**src/rtl/syn_op_scheduler.sv**
```systemverilog
// Synapse-op scheduler: buffers issue-stage requests in a circular FIFO and
// dispatches them one at a time to sequencer A or B with a one-cycle start pulse.
module syn_op_scheduler #(
  parameter int DEPTH         = 4,
  parameter int AB_SELECT_BIT = 16
) (
  input  logic                       clk,
  input  logic                       reset,
  input  logic                       req_valid,
  input  logic [31:0]                req_addr,
  input  logic [31:0]                req_seq,
  output logic                       req_ready,
  input  logic                       flush,
  input  logic                       busy_a,
  input  logic                       busy_b,
  output logic                       start_a,
  output logic                       start_b,
  output logic [31:0]                addr,
  output logic [31:0]                seq,
  output logic [$clog2(DEPTH+1)-1:0] count,
  output logic                       busy,
  output logic                       stall
);

  localparam int PW = $clog2(DEPTH);
  localparam int CW = $clog2(DEPTH+1);
  localparam logic [CW-1:0] FULL = CW'(DEPTH);

  typedef enum logic [1:0] {IDLE, ISSUE, WAIT_BUSY, WAIT_DONE} state_t;

  state_t        state;
  state_t        state_next;
  logic [63:0]   mem [DEPTH];
  logic [PW-1:0] wr_ptr;
  logic [PW-1:0] rd_ptr;
  logic          accept;
  logic          pop;
  logic          seq_busy;

  assign seq_busy  = busy_a | busy_b;
  assign req_ready = (count < FULL) & ~flush;
  assign accept    = req_valid & req_ready;
  // Dispatch only from IDLE, which guarantees an idle cycle between back-to-back ops
  assign pop       = (state == IDLE) & (count != '0) & ~seq_busy & ~flush;
  assign stall     = ~req_ready;
  assign busy      = (count != '0) | (state != IDLE);

  always_ff @(posedge clk) begin
    if (accept) begin
      mem[wr_ptr] <= {req_addr, req_seq};
    end
  end

  always_ff @(posedge clk or negedge reset) begin
    if (!reset) begin
      wr_ptr <= '0;
      rd_ptr <= '0;
      count  <= '0;
    end else if (flush) begin
      wr_ptr <= '0;
      rd_ptr <= '0;
      count  <= '0;
    end else begin
      if (accept) wr_ptr <= wr_ptr + PW'(1);
      if (pop)    rd_ptr <= rd_ptr + PW'(1);
      count <= count + CW'(accept) - CW'(pop);
    end
  end

  // Operand registers hold the last dispatched op until the next pop
  always_ff @(posedge clk or negedge reset) begin
    if (!reset) begin
      addr <= '0;
      seq  <= '0;
    end else if (pop) begin
      addr <= mem[rd_ptr][63:32];
      seq  <= mem[rd_ptr][31:0];
    end
  end

  always_ff @(posedge clk or negedge reset) begin
    if (!reset) state <= IDLE;
    else        state <= state_next;
  end

  always_comb begin
    state_next = state;
    start_a    = 1'b0;
    start_b    = 1'b0;
    case (state)
      IDLE: begin
        if (pop) state_next = ISSUE;
      end
      ISSUE: begin
        start_a    = ~addr[AB_SELECT_BIT];
        start_b    = addr[AB_SELECT_BIT];
        state_next = WAIT_BUSY;
      end
      // A sequencer that never raises busy is treated as a zero-length op
      WAIT_BUSY: begin
        state_next = seq_busy ? WAIT_DONE : IDLE;
      end
      WAIT_DONE: begin
        if (!seq_busy) state_next = IDLE;
      end
      default: state_next = IDLE;
    endcase
  end

endmodule

```
**config.mk**
```make
export PLATFORM = sky130hd
export DESIGN_NAME = syn_op_scheduler
export DESIGN_NICKNAME = d
export VERILOG_FILES = /design/src/rtl/syn_op_scheduler.sv
export SDC_FILE = /design/constraint.sdc
export NUM_CORES = 1
export LEC_CHECK = 0
export BUFFER_PORTS_ARGS = -buffer_cell sky130_fd_sc_hd__buf_4
export CORE_UTILIZATION = 30
export CTS_CLUSTER_DIAMETER = 100
export DETAILED_ROUTE_END_ITERATION = 8
export SETUP_SLACK_MARGIN = 0.3
export SYNTH_ARGS = -nofsm -noshare
export SYNTH_HDL_FRONTEND = slang
export SYNTH_SLANG_ARGS = --single-unit
```
**constraint.sdc**
```tcl
create_clock -name clk -period 7.7 [get_ports clk]
set_clock_uncertainty 0.05 [all_clocks]
set_input_delay 1.54 -clock clk [delete_from_list [all_inputs] [get_ports clk]]
set_output_delay 1.54 -clock clk [all_outputs]
set_load 0.01 [all_outputs]
```
# --- After elaboration in Yosys (flattened, before gate mapping) ---
# Memory sizes are Yosys's and may differ from the RTL's. A register that Yosys moved wholly into a read port is not among the register bits.
# Cells that the tools add are included.
totals:
  output_inout_bits: 72
  ff_bits: 9
  mem_bits_rw: 256
  word_cells: 46
  input_bits: 70
  n_memories: 1
classes:
  eq_ne: 5
  mux: 13
  bitwise: 11
  order_cmp: 1
  n_addsub: 4
  reduce_logical: 7
mem_list:
  columns: ["memory", "depth", "width", "read_ports", "rd_clocked_by_memory_dff", "wr", "line_no", "rtl"]
  rows:
  - ["mem", 4, 64, 1, 1, 1, "33", "logic [63:0] mem [DEPTH];"]
op_table:
  columns: ["cell", "n"]
  rows:
  - ["two-way mux 2 bit", 7]
  - ["one-hot mux 2 bit (4 select lines)", 1]
  - ["nonzero test 2 bit", 3]
  - ["bitwise AND 1 bit", 5]
  - ["adder 2 x 1 -> 2 bit, second input constant", 2]
  - ["== test 2 bit, second input constant", 2]
  - ["two-way mux 1 bit", 4]
  - ["!= test 2 bit, second input constant", 2]
  - ["NOT 1 bit", 4]
  - ["adder 3 x 1 -> 3 bit", 1]
  - ["less-than comparator 3 bit, second input constant", 1]
  - ["two-way mux 3 bit", 1]
  - ["nonzero test 3 bit", 1]
  - ["subtractor 3 x 1 -> 3 bit", 1]
  - ["== test 2 x 1 -> 1 bit, second input constant", 1]
  - ["logical NOT 2 bit", 1]
  - ["bitwise OR 1 bit", 2]
  - ["AND reduction 2 bit", 1]
  - ["logical NOT 1 bit", 1]

# --- Longest topological paths before layout ---
# Gate-level depths: netlist of the first run.
logic_depth:
  word_depth: 6
  mapped_depth: 10
  mapped_depth_nobuf: 9

# --- Worst setup path after synthesis of the first run ---
# No wires, ideal clock.
synth_path:
  path_type: "in2reg"
  start: "in flush"
  end: "mem mem[1][0], enable pin"
  setup_ns: 0.429
  n_path_buf: 1
  path_stages: 3
  arrival_time_ns: 3.689
  required_time_ns: 7.221
  setup_slack_ns: 3.531
  path_cell_list: "clkbuf_1 -> nor2_1 -> and3_1"
synth_between:
  elab_chain_len: 5
synth_lines:
  columns: ["item", "line_no", "rtl"]
  rows:
  - ["from (decl)", "13", "input logic flush,"]
  - ["NOT 1 bit", "41", "assign req_ready = (count < FULL) & ~flush;"]
  - ["bitwise AND 1 bit", "41", null]
  - ["named net req_ready", "12", "output logic req_ready,"]
  - ["bitwise AND 1 bit", "42", "assign accept = req_valid & req_ready;"]
  - ["two-way mux 1 bit", "49", "if (accept) begin"]
  - ["two-way mux 1 bit (not written as such)", "50", "mem[wr_ptr] <= {req_addr, req_seq};"]
  - ["to (decl)", "33", null]
# The timed path passes the listed nets, and every way through them passes these cells.

# --- Final worst setup path of the first run ---
layout_path:
  start: "in flush"
  end: "out stall"
layout_between:
  elab_chain_len: 3
layout_lines:
  columns: ["item", "line_no", "rtl"]
  rows:
  - ["NOT 1 bit", "41", null]
  - ["bitwise AND 1 bit", "41", null]
  - ["NOT 1 bit", "45", "assign stall = ~req_ready;"]
  - ["to (decl)", "22", "output logic stall"]
# No other way between the ends.

==> impl_metrics.toml, run 1 <==
[outcome]
status = "completed"

[global_route]
grt_pass1_wl_um = 36100
antenna_found_initial = 0
grt.overflow.total = 0
track_usage = 0.119
grt_pass1_vias = 6036
grt_max_degree = 42

[pwr]
comb_power_share = 0.091
p_sw_uw = 904
p_int_uw = 3190
power_frac_clock = 0.393
p_sw_frac = 0.221
ir_drop_mv = 0.170
powerDensity_nw_per_um2 = 274
seq_power_share = 0.517
leakage_uw = 0.00543

[floorplan]
die_width_um = 203
rows = 73
start_util = 0.305
die_h_um = 203
pin_count = 142
coreArea_sq_um = 39800
dieArea_sq_um = 41300

[detailed_routing]
via_per_inst = 4.46
vias = 5549
dr.pass1.iters = 4
drc_errors = 0
drtIter0Drc = 201
ant_nets = 0
routedWlPerCell_um = 19.1
wl_um = 23800

[cells_and_area]
diodes = 0
area_growth_pct = 23.0
post_route_cells_drive_above_1_share = 0.447
stdcell_count = 1243
nets = 768

[synth]
synth-main-ff-cell = "edfxtp_1"
ys_seq_area_frac = 0.784
synth-seq-cells = 329
synth_warnings = 0
syn_nets = 603
synthArstFlopShare = 0.222
syn_area_sq_um = 12100
synth_most_common_cell = "edfxtp_1"
synth_cell_types = 28
synth_common_cells = "edfxtp_1 (256), dfrtp_1 (73), mux4_2 (64)"
syn_area_per_cell_sq_um = 23.1
synth_top_area_frac = 0.633
yosys-top-cells-area = "edfxtp_1 (63%), dfrtp_1 (15%), mux4_2 (12%)"
synth_edf_count = 256
synth.largest_area_cell = "edfxtp_1"
synth_cells = 526

[worst_hold_path]
hp-class = "reg -> reg"

[setup_path]
critPathCaptureType = "primary output"
cpMostUsedCell = "buf_4"
required_ns = 6.11
arrival_ns = 2.27
slowest_delay_ns = 0.35
cp-endpoint = "stall"
cp.depth = 4
ff2ff_setup_slack_ns = 4.98
crit_start = "flush"
r2r_cells = 3
critPathSlowestCell = "nor2_1"
r2r-start = "rd_ptr[0]$_DFFE_PN0P_"
path_cells = "buf_4 > nor2_1 > inv_1 > buf_4"
reg2reg_to = "addr[4]$_DFFE_PN0P_"
crit_buf_inv = 3
worst_setup_path_start_kind = "primary input"
crit_path_max_fanout = 9
critPathTopFamily = "buffers and inverters"
critical_path_class = "in -> out"

[cts]
clock_path_buffers = 3
path_clk_slew_ns = 0.05
cts_buffers = 36
clkLatencyLatePin_ns = 0.53
cts.sink_count = 329
post_cts.repair.setup_buffers = 0
hold_buffers = 0
cts-root-buf = "clkbuf_16"
cts_tree = "done"
cts_resized = 0
htreeDepth = 2

[timing]
maxSlewViolCount = 0
hold_ws_ns = 0.433
maxSlewHeadroom = 0.452
tightest_slew_ns = 0.822
period_needed_ns = 3.86
tns_ns = 0
period_share = 0.501
clock.fmax_mhz = 259
hold_viol = 0
rsz0062_at_grt = "false"
finalSetupViolCount = 0

[flow_run]
max-cap-violations = 0

[placement]
portBuffers = 141
dp_hpwl_um = 13400
placed_cells = 1178
gp_congestion = 0.695
[routing by layer]
| metal | wire [um] | vias up | track usage |
|---|---|---|---|
| met4 | 604 | 0 | 0.0465 |
| met3 | 1180 | 41 | 0.0312 |
| met2 | 12400 | 122 | 0.208 |
| li1 | - | 2470 | - |
| met1 | 9540 | 2916 | 0.139 |
| met5 | 0 | - | 0 |
[placed cells by master (no fill, tap or decap), types with 4 or more instances in the layout]
cell	instances
inv_1	6
edfxtp_1	256
mux4_2	64
buf_4	150
clkbuf_1	11
mux2_1	19
nor2_1	7
and3_4	4
clkbuf_8	5
mux2_2	46
clkbuf_16	37
clkinv_2	4
dfrtp_1	71
ha_1	6
[worst min path at each step]
stage	startpoint	endpoint	slack (ns)	cells past startpoint
after floorplan	state[1]$_DFFE_PN0P_	state[1]$_DFFE_PN0P_	0.44	1
after global placement	addr[31]$_DFFE_PN0P_	addr[31]$_DFFE_PN0P_	0.42	1
after detailed placement	addr[3]$_DFFE_PN0P_	addr[3]$_DFFE_PN0P_	0.43	1
after CTS	addr[3]$_DFFE_PN0P_	addr[3]$_DFFE_PN0P_	0.44	1
after global routing	addr[21]$_DFFE_PN0P_	addr[21]$_DFFE_PN0P_	0.45	1
final	addr[3]$_DFFE_PN0P_	addr[3]$_DFFE_PN0P_	0.43	1
[power groups by stage]
stage          clock [uW]  sequential (uW)  combinational, uW
2_1_floorplan           0             2170                135
3_3_place_gp            0             2150                376
3_5_place_dp            0             2150                382
4_1_cts              1670             2120                382
5_1_grt              1730             2130                406
6_report             1610             2120                371
[logic make-up (layout without fill, tap and decap cells)]
kind of cell / count (synthesis) / after routing / synth area share
AOI/OAI and AO/OA: 6 / 6 / 0.00268
and+or+nand+nor: 23 / 23 / 0.0114
xor gates and xnor gates: 3 / 3 / 0.00217
adders and majority gates: 7 / 7 / 0.00783
DFF: 329 / 329 / 0.784
buffers and inverters: 29 / 221 / 0.0129
muxes: 129 / 129 / 0.179
[sequential cells by signal, indices dropped and copies added (netlist names)]
signal  flops
wr_ptr      2
mem       256
rd_ptr      2
seq        32
addr       32
count       3
state       2
[final cells by class]
class / instances / area, sq um
Multi-Input combinational cell: 168 / 2490
Fill cell: 3706 / 24900
Timing Repair Buffer: 150 / 1130
Clock buffer: 53 / 1040
Clock inverter: 12 / 76.3
Sequential cell: 329 / 9520
Tap cell: 525 / 657
Inverter: 6 / 22.5
[per-stage QoR]
| stage | power (uW) | area, sq um | utilization | worst slack (ns) |
|---|---|---|---|---|
| finish | 4100 | 14900 | 0.375 | 3.84 |
| detailed placement | 2540 | 13800 | 0.347 | 3.57 |
| global placement | 2530 | 13800 | 0.347 | 3.63 |
| floorplan | 2310 | 12100 | - | 3.53 |
| CTS | 4170 | 14900 | 0.375 | 3.83 |
| global route | 4270 | 14900 | 0.375 | 3.76 |
Power figures use the tool's default switching activity.
==> inputs of run 2 (changes only) <==
==> constraint.sdc (replaced) <==
create_clock -name clk -period 3.5 [get_ports clk]
set_clock_uncertainty 0.05 [all_clocks]
set_input_delay 0.7 -clock clk [delete_from_list [all_inputs] [get_ports clk]]
set_output_delay 0.7 -clock clk [all_outputs]
set_load 0.01 [all_outputs]
==> run 2 against run 1 <==
Against the previous run: non-clock buffer count grew 7; sequential share of layout area shrank 1.1 points; final area grew 1.8%; utilization grew 0.66 points; first-iteration DRC count grew 19%; combinational power grew 130%.
==> impl_metrics.toml, run 2 (synthesis results as in run 1) <==
[global_route]
antenna_found_initial = 0
track_usage = 0.122
grt_pass1_vias = 6151
grt_pass1_wl_um = 37400
grt.overflow.total = 0
grt_max_degree = 66

[timing]
finalSetupViolCount = 0
hold_viol = 0
period_needed_ns = 2.43
tightest_slew_ns = 1.05
maxSlewViolCount = 0
worst_slack_ns = 1.07
rsz0062_at_grt = "false"
maxSlewHeadroom = 0.299
tns_ns = 0
clock.fmax_mhz = 412
period_share = 0.693

[detailed_routing]
via_per_inst = 4.48
routedWlPerCell_um = 19.4
dr.pass1.iters = 4
ant_nets = 0
drc_errors = 0
drtIter0Drc = 239
wl_um = 24300
vias = 5616

[cells_and_area]
multi_input_area_sq_um = 2490
area_growth_pct = 25.2
nets = 776
final_cell_mix = "edfxtp_1 (256), buf_4 (147), dfrtp_1 (71), mux4_2 (64), mux2_2 (46)"
fillers = 3657
largest_register_ffs = 256
regMostFlops = "mem"
final_util = 0.382
ff_latch_area_sq_um = 9520
diodes = 0
final_common_cell = "edfxtp_1"
post_route_cells_drive_above_1_share = 0.449
reg_top3 = "mem (256), addr (32), seq (32)"

[setup_path]
r2r-start = "rd_ptr[0]$_DFFE_PN0P_"
crit_path_max_fanout = 6
critical_path_class = "reg -> out"
ff2ff_setup_slack_ns = 1.13
required_ns = 2.75
arrival_ns = 1.68
worst_setup_path_start_kind = "flop"
reg2reg_to = "addr[6]$_DFFE_PN0P_"
critPathCaptureType = "primary output"
r2r_cells = 3

[floorplan]
pin_count = 142
rows = 73
dieArea_sq_um = 41300
coreArea_sq_um = 39800
die_h_um = 203
die_width_um = 203
start_util = 0.305

[placement]
gp_congestion = 0.678
pre_cts_slack_ns = 0.671
portBuffers = 141
dp_hpwl_um = 13400

[cts]
cts.sink_count = 329
path_clk_slew_ns = 0.06
cts-root-buf = "clkbuf_16"
htreeDepth = 2
hold_buffers = 0
clkLatencyLatePin_ns = 0.54
post_cts.repair.setup_buffers = 0
clock_path_buffers = 3
cts_resized = 0
cts_tree = "done"
cts_buffers = 37

[outcome]
status = "completed"

[pwr]
leakage_uw = 0.00554
powerDensity_nw_per_um2 = 613
ir_drop_mv = 0.447

[flow_run]
max-cap-violations = 0

[worst_hold_path]
hp-class = "in -> async"
## run 2: cell types whose count changed in the layout (fill, tap and decap cells not counted)
cell	change
buf_12	+10
clkbuf_1	+4
clkbuf_8	-4
buf_4	-3
bufinv_16	+3
clkbuf_16	+2
clkinvlp_4	-1
inv_6	-1
## run 2: per-stage QoR
stage	instances	area [sq um]	hold slack, ns	power, uW
5_1_grt	1253	15200	0.158	9730
6_report	1253	15200	0.127	9320
3_5_place_dp	1185	14000	0.426	5600
4_1_cts	1253	15200	0.118	9500
3_3_place_gp	1185	14000	0.420	5580
2_1_floorplan	526	12100	0.354	5070
## run 2: worst max-delay path by stage
stage / from / to / depth (start not counted)
global placement: busy_b / count[2]$_DFF_PN0_ / 10
CTS: count[1]$_DFF_PN0_ / busy / 3
global route: count[1]$_DFF_PN0_ / busy / 3
detailed placement: busy_b / count[2]$_DFF_PN0_ / 10
floorplan: busy_b / count[2]$_DFF_PN0_ / 10
finish: count[1]$_DFF_PN0_ / busy / 3
## run 2: metal layers
layer	wire (um)	share of wire	vias up	GRT usage
li1	-	-	2482	-
met1	10400	0.43	2957	0.155
met2	11900	0.49	139	0.198
met3	1360	0.056	38	0.0342
met4	605	0.025	0	0.0489
met5	0	0	-	0
## run 2: report_power, final
group          internal (uW)  switching (uW)
Combinational            459             389
Sequential              4520             125
Clock                   2300            1520
## run 2: final cells by class
cell class                      count  area share
Sequential cell                   329       0.627
Multi-Input combinational cell    168       0.164
Timing Repair Buffer              157      0.0858
Clock buffer                       55      0.0688
Tap cell                          525      0.0432
Clock inverter                     13     0.00988
Inverter                            6     0.00148
## run 2: critical path, stage by stage, from the launching register on
cell and delay [ns]:
dfrtp_1 0.46, nor3_2 0.42, nand2_1 0.11, buf_4 0.16
==> inputs of run 3 (changes only) <==
==> constraint.sdc (replaced) <==
create_clock -name clk -period 2 [get_ports clk]
set_clock_uncertainty 0.05 [all_clocks]
set_input_delay 0.4 -clock clk [delete_from_list [all_inputs] [get_ports clk]]
set_output_delay 0.4 -clock clk [all_outputs]
set_load 0.01 [all_outputs]
==> run 3 against run 2 <==
Against the previous run: the flow now finishes with violations (negative setup slack); worst hold slack worse by 0.090 ns; utilization is 4.1 points higher; non-clock buffer count is 100 higher; sequential power increased by 75%; critical path depth increased by 5.
==> impl_metrics.toml, run 3 (synthesis results as in run 1) <==
[setup_path]
r2r_cells = 8
cp.depth = 8
path_cells = "or4_4 > nor3_4 > ha_4 > inv_2 > ha_4 > inv_2 > fa_2 > nor2_1"
crit_buf_inv = 2
r2r-start = "state[0]$_DFFE_PN0P_"
critPathSlowestCell = "or4_4"
critical_path_class = "reg -> reg"
critPathTopFamily = "adder cells"
required_ns = 2.37
arrival_ns = 2.59
ff2ff_setup_slack_ns = -0.22
crit_path_max_fanout = 2
reg2reg_to = "count[1]$_DFF_PN0_"
worst_setup_path_start_kind = "flop"
slowest_delay_ns = 0.52
critPathCaptureType = "flop"

[global_route]
grt_pass1_wl_um = 39800
grt_max_degree = 74
grt.overflow.total = 0
track_usage = 0.128
grt_pass1_vias = 6699
antenna_found_initial = 0

[pwr]
comb_power_share = 0.112
p_sw_uw = 3630
ir_drop_mv = 0.806
p_sw_frac = 0.212
powerDensity_nw_per_um2 = 1020
seq_power_share = 0.476
p_int_uw = 13500
leakage_uw = 0.00621
power_frac_clock = 0.411
totalPowerFinal_uw = 17100

[cts]
path_clk_slew_ns = 0.06
cts_tree = "done"
cts-root-buf = "clkbuf_16"
clkLatencyLatePin_ns = 0.53
cts_buffers = 37
cts.sink_count = 329
clock_path_buffers = 3
htreeDepth = 2

[cells_and_area]
stdcell_count = 1352
reg_top3 = "mem (256), addr (32), seq (32)"
area_growth_pct = 38.6
nets = 876
regMostFlops = "mem"
final_common_cell = "edfxtp_1"
final_cell_mix = "edfxtp_1 (256), buf_4 (161), dfrtp_1 (71), mux4_2 (64), mux2_4 (64)"
post_route_cells_drive_above_1_share = 0.481
largest_register_ffs = 256
diodes = 0

[floorplan]
start_util = 0.305
die_width_um = 203
die_h_um = 203
dieArea_sq_um = 41300
pin_count = 142
coreArea_sq_um = 39800
rows = 73

[timing]
tightest_slew_ns = 0.494
maxSlewHeadroom = 0.670
finalSetupViolCount = 67
hold_viol = 0
clock.fmax_mhz = 450
period_needed_ns = 2.22
period_share = 1.11
maxSlewViolCount = 0
worst_slack_ns = -0.222
rsz0062_at_grt = "true"

[worst_hold_path]
whs_path_depth = 1
holdCritStartpoint = "req_seq[23]"
hold-path-endpoint = "mem[1][23]$_DFFE_PP_"
hp-class = "in -> reg"

[detailed_routing]
routedWlPerCell_um = 20.3
drtIter0Drc = 255
dr.pass1.iters = 6
via_per_inst = 4.49
wl_um = 27400
drc_errors = 0
ant_nets = 0
vias = 6077

[placement]
dp_hpwl_um = 14800
portBuffers = 141
placed_cells = 1211
gp_congestion = 0.667

[flow_run]
max-cap-violations = 0

[outcome]
status = "finished, violations left"
violations = "negative setup slack"
[run 3: per-stage QoR]
step | util | area [sq um] | TNS [ns] | setup WS [ns] | hold WS (ns)
CTS | 0.409 | 16300 | -10.62 | -0.283 | 0.000527
detailed placement | 0.360 | 14400 | -21.53 | -0.465 | 0.427
finish | 0.422 | 16800 | -11.46 | -0.222 | 0.0371
global placement | 0.360 | 14400 | -19.28 | -0.450 | 0.423
global route | 0.422 | 16800 | -15.12 | -0.299 | 0.00279
floorplan | - | 12200 | -1.04 | -0.409 | 0.0544
[run 3: how the worst max path moves through the flow]
| stage | end | slack, ns | startpoint |
|---|---|---|---|
| 6_report | count[1]$_DFF_PN0_ | -0.22 | state[0]$_DFFE_PN0P_ |
| 5_1_grt | count[1]$_DFF_PN0_ | -0.30 | state[0]$_DFFE_PN0P_ |
| 4_1_cts | count[1]$_DFF_PN0_ | -0.28 | state[0]$_DFFE_PN0P_ |
| 3_5_place_dp | count[1]$_DFF_PN0_ | -0.47 | busy_a |
| 3_3_place_gp | count[1]$_DFF_PN0_ | -0.45 | busy_a |
| 2_1_floorplan | count[1]$_DFF_PN0_ | -0.41 | busy_a |
[run 3: routing by layer]
layer  up-vias  wire length [um]  global-route usage
met4         0               427              0.0344
li1       2690                 -                   -
met1      3205             12000               0.168
met2       148             13600               0.213
met5         -                 0                   0
met3        34              1440              0.0328
[run 3: final cells by class]
cell class	instances	area [sq um]
fillers	3510	23000
flip-flops and latches	329	9520
multi-input cells	168	2790
repair buffers	257	2570
clock buffers	56	1060
well taps	525	657
clock inverters	11	208
inverters	6	22.5
[run 3: what timing repair did]
| action | CTS | global route |
|---|---|---|
| setup endpoints to repair | 99 | 232 |
| hold buffers | 57 | 0 |
| gates resized for setup | 12 | 77 |
| gates cloned | 0 | 9 |
| pin swaps | 3 | 4 |
| hold endpoints to repair | 297 | 0 |
| setup buffers | 3 | 5 |
[run 3: power by group through the flow]
stage | registers [uW] | clock network [uW] | logic [uW]
after floorplan | 8360 | 0 | 541
after global routing | 8210 | 7520 | 2070
after global placement | 8270 | 0 | 1590
after CTS | 8150 | 7270 | 1740
after detailed placement | 8280 | 0 | 1620
final | 8160 | 7050 | 1920
